**config.mk**
```make
export PLATFORM = sky130hd
export DESIGN_NAME = seg7_scan_driver
export DESIGN_NICKNAME = d
export VERILOG_FILES = /design/src/rtl/seg7_scan_driver.sv
export SDC_FILE = /design/constraint.sdc
export NUM_CORES = 1
export LEC_CHECK = 0
export CAP_MARGIN = 20
export CORE_MARGIN = 2
export CORE_UTILIZATION = 45
export DETAILED_ROUTE_END_ITERATION = 8
export MAX_ROUTING_LAYER = met4
export PLACE_DENSITY = 0.73
export SYNTH_ARGS = -nofsm -noshare
export SYNTH_HDL_FRONTEND = slang
export SYNTH_SLANG_ARGS = --single-unit
export TNS_END_PERCENT = 50
```
**constraint.sdc**
```tcl
create_clock -name clk -period 2.8 [get_ports clk]
set_input_delay 0.42 -clock clk [delete_from_list [all_inputs] [get_ports clk]]
set_output_delay 0.42 -clock clk [all_outputs]
set_load 0.02 [all_outputs]
```
**src/rtl/seg7_scan_driver.sv**
```systemverilog
// Time-multiplexed driver for eight common-anode 7-segment digits.
// The word, point and blank masks are shadowed at frame wrap so no digit tears.
module seg7_scan_driver #(
  parameter int SCAN_PERIOD = 100000
) (
  input  logic        clk,
  input  logic        rst,
  input  logic [31:0] disp_data,
  input  logic [7:0]  point,
  input  logic [7:0]  le,
  input  logic        load_now,
  output logic [7:0]  an,
  output logic [7:0]  seg,
  output logic [2:0]  digit_idx,
  output logic        frame_done
);

  localparam int CNT_W = (SCAN_PERIOD > 2) ? $clog2(SCAN_PERIOD) : 1;
  localparam logic [CNT_W-1:0] TC_VAL = CNT_W'(SCAN_PERIOD - 1);

  logic [CNT_W-1:0] r_tick;
  logic [2:0]       r_digit;
  logic             r_frame_done;
  logic [31:0]      r_sh_data;
  logic [7:0]       r_sh_point;
  logic [7:0]       r_sh_le;
  logic [7:0]       r_an;
  logic [7:0]       r_seg;

  logic             w_tc;
  logic             w_wrap;
  logic [3:0]       w_nib;
  logic [7:0]       w_an;
  logic [7:0]       w_seg;

  function automatic logic [6:0] hex7(input logic [3:0] v);
    logic [6:0] c;
    case (v)
      4'h0: c = 7'h40;
      4'h1: c = 7'h79;
      4'h2: c = 7'h24;
      4'h3: c = 7'h30;
      4'h4: c = 7'h19;
      4'h5: c = 7'h12;
      4'h6: c = 7'h02;
      4'h7: c = 7'h78;
      4'h8: c = 7'h00;
      4'h9: c = 7'h10;
      4'hA: c = 7'h08;
      4'hB: c = 7'h03;
      4'hC: c = 7'h46;
      4'hD: c = 7'h21;
      4'hE: c = 7'h06;
      default: c = 7'h0E;
    endcase
    return c;
  endfunction

  assign w_tc   = (r_tick == TC_VAL);
  assign w_wrap = w_tc && (r_digit == 3'd7);

  // Scan timing: dwell counter, digit index and frame pulse
  always_ff @(posedge clk or posedge rst) begin
    if (rst) begin
      r_tick       <= '0;
      r_digit      <= 3'd0;
      r_frame_done <= 1'b0;
    end else begin
      r_tick       <= w_tc ? '0 : r_tick + CNT_W'(1);
      r_frame_done <= w_wrap;
      if (w_tc) begin
        r_digit <= r_digit + 3'd1;
      end
    end
  end

  // Shadow capture: wrap and load_now collapse into one load of the same inputs
  always_ff @(posedge clk or posedge rst) begin
    if (rst) begin
      r_sh_data  <= '0;
      r_sh_point <= '0;
      r_sh_le    <= '0;
    end else if (w_wrap || load_now) begin
      r_sh_data  <= disp_data;
      r_sh_point <= point;
      r_sh_le    <= le;
    end
  end

  always_comb begin
    w_nib = r_sh_data[{r_digit, 2'b00} +: 4];
    w_an  = ~(8'b1 << r_digit);
    w_seg = {~r_sh_point[r_digit], hex7(w_nib)};
    if (r_sh_le[r_digit]) begin
      w_an  = 8'hFF;
      w_seg = 8'hFF;
    end
  end

  // Output register stage: decode lags the digit index by one cycle
  always_ff @(posedge clk or posedge rst) begin
    if (rst) begin
      r_an  <= 8'hFF;
      r_seg <= 8'hFF;
    end else begin
      r_an  <= w_an;
      r_seg <= w_seg;
    end
  end

  assign an         = r_an;
  assign seg        = r_seg;
  assign digit_idx  = r_digit;
  assign frame_done = r_frame_done;

endmodule

```
==> impl_results.md <==
- Status: finished, final reports clean
- Setup WS post-layout: 0.3916 ns
- Syn_nets: 357
- VDD IR max: 0.2386 mV
- Core Area: between 8000 and 9000 um2
- EDFF count, synth: 0
- Area of the die: 9647 um2
- Most common library cells after synthesis: dfrtp_1 (69), mux2_2 (30), nand2_1 (23)
- CP Capture Type: flip-flop
- Worst-path clk slew: 0.09 ns
- Pwr per Cell Area: approximately 520 nW/um2
- Gate Count Post-Synth: 293
- Clock root cell: clkbuf_8
- Antenna-violating nets left: 0
- Dpl ws: 0.4537 ns
- CTS Sinks: 85
- Diodes inserted: 0
- Chip Height: 98.22 um
- Initial DRC Count: 166
- First-pass GRT wire length: ~13,000 um
- Worst Path Max Fanout: 5
- Critical Setup Path Class: reg -> reg
- #FFs+latches synth: 85
- Detailed-route vias per instance: 5.183
- Post-synth top area share: 43.22%
- CTS Buf Count: 9
- CTS H-tree lvls: 3
- Fraction of registers with async set or reset after synthesis: between 90% and 100%
- Layout cell share with drive strength beyond 1: between 20 and 30%
- Num rows: 34
- CTS tree: done
- Final GP Congestion: 0.8214
- DR DRC count: 0
- Worst hold path type: in -> async
- Fmax: 415.2 MHz
- Most frequent cell after synthesis: dfrtp_1
- Fin. max-slew vios: 0
- Worst slew pin tran: 0.5530 ns
- Post-CTS Setup Inserts: 0
- RSZ-0062 raised after global routing: no
- Max-Slew Margin vs Limit: a little over 60%
- Initial antenna violation count: 0
- Syn-to-layout area delta: 26.87%
- Routed vias: 2,519
- DR WL/cell: about 16 um
- Top FF cell, synth: dfrtp_1
- Vias in the first global route: 2,672
- Setup crit start kind: flip-flop
- Setup TNS: 0 ns
- Lkg Pwr: 2.154 nW
- Synthesized cell area: 3995 um2
- Tot Pwr: 2.651 mW
- Total GRT Usage: 17.87%
- Fin crit period: 2.408 ns
- Grt total ovfl: 0
- WL final: around 7800 um
- Sequential area share after synthesis: 53.74%
- Max Cap Viol: 0
- Largest net degree at the start of global routing: 49
- Fin nets: 437
- Clk Latency, worst-skew pair: 0.36 ns
- DP Wirelength: approximately 6000 um
- Yosys warns: 0
- Placed cell area: between 4000 and 5000 um2
- Number of gates resized after cts: 0
- First drt pass iteration count: 4
- Setup Viol. Count Final: 0
- Die W: 98.22 um
- Synth Area per Inst: 13.64 um2
- CP Data Required Time: 3.06 ns
- IO buf count: 70
- Final period util: 86.01%
- Initial Util: approximately 46%
- Worst Clk Skew: 0.01316 ns
- Clk buf depth: 2
- Critical path arrival: 2.67 ns
- Unique masters post-synth: 42
- Cell taking the most area after synthesis: dfrtp_1
- IO Count: 71
- Hold WS: 0.3509 ns
- Filler cell count: 719
- Post-route cell area: 5069 um2
- Hold-fix buffers, CTS: 0
- Synth area leaders: dfrtp_1 (43%), dfstp_2 (11%), mux2_2 (8.5%)
- Fin. Hold Viols: 0
## state kept, by name, indices dropped and copies added, names as in the netlist
| register | flops |
|---|---|
| an | 8 |
| digit_idx | 3 |
| frame_done | 1 |
| r_sh_data | 32 |
| r_sh_le | 8 |
| r_sh_point | 8 |
| r_tick | 17 |
| seg | 8 |
## per-stage QoR
step	std cells	utilization (%)
detailed placement	470	56.08
CTS	486	58.41
floorplan	293	-
finish	486	58.41
global placement	470	56.08
global route	486	58.41
## per-layer routing
metal | up-vias | share of wire, % | GRT usage, %
met2 | 74 | 48 | 27.29
met3 | 12 | 4.9 | 4.581
li1 | 1194 | - | -
met4 | 0 | 1.4 | 5.269
met5 | - | 0 | -
met1 | 1239 | 45 | 23.84
## kinds of logic (layout without fill, tap and decap cells)
| logic type | after synthesis | count (layout) | synth area share, % |
|---|---|---|---|
| flip-flops | 85 | 85 | 53.74 |
| AND/OR/NAND/NOR | 73 | 73 | 8.958 |
| multiplexers | 70 | 70 | 24.21 |
| buffers and inverters | 20 | 105 | 2.662 |
| AO/OA/AOI/OAI | 16 | 16 | 2.850 |
| XOR/XNOR | 16 | 16 | 3.508 |
| adder cells (fa/ha/maj) | 13 | 13 | 4.072 |
## where the power goes
part           total, mW  leakage, nW  internal [mW]  switching (mW)
logic              0.404         1.05          0.236           0.167
clock network      0.868       0.0995          0.438           0.430
registers           1.38         1.01           1.33          0.0486
## layout by cell type, fill, tap and decap left out, types with 8 or more instances in the layout
master / count
mux2_2: 30
mux4_2: 10
ha_1: 13
clkdlybuf4s50_1: 70
xnor2_1: 10
nand2_1: 23
mux2_4: 20
dfrtp_1: 69
mux2i_1: 9
dfstp_2: 16
inv_1: 8
clkbuf_8: 10
nand3_1: 12
nor2_1: 18
## critical path, stage by stage, from the launching register on
cell	delay [ns]
dfrtp_1	0.49
mux4_2	0.53
mux2_2	0.34
inv_1	0.15
ha_1	0.25
inv_1	0.10
nor2_1	0.15
a21oi_1	0.06
o221ai_1	0.22
## final timing paths
kind                                           from  slack, ns  depth (start not counted)                         to
setup / recovery           digit_idx[1]$_DFFE_PP0N_       0.39                          8           seg[5]$_DFF_PP1_
hold reg to reg                 r_tick[0]$_DFF_PP0_       0.49                          1        r_tick[0]$_DFF_PP0_
hold / removal                                  rst       0.35                          2  r_sh_data[17]$_DFFE_PP0P_
min in group clk                r_tick[0]$_DFF_PP0_       0.49                          1        r_tick[0]$_DFF_PP0_
setup reg to reg           digit_idx[1]$_DFFE_PP0N_       0.39                          8           seg[5]$_DFF_PP1_
max in group asynchronous                       rst       1.75                          3           seg[0]$_DFF_PP1_
## layout make-up
class,instances,area (um2),share of cell area (%)
inverter,10,38.79,0.7652
sequential,85,2147,42.36
multi-input combinational,188,1753,34.58
timing repair buffer,79,793.3,15.65
tap,108,135.1,2.666
clock buffer,11,141.4,2.789
clock inverter,5,60.06,1.185
Power figures use the tool's default switching activity.
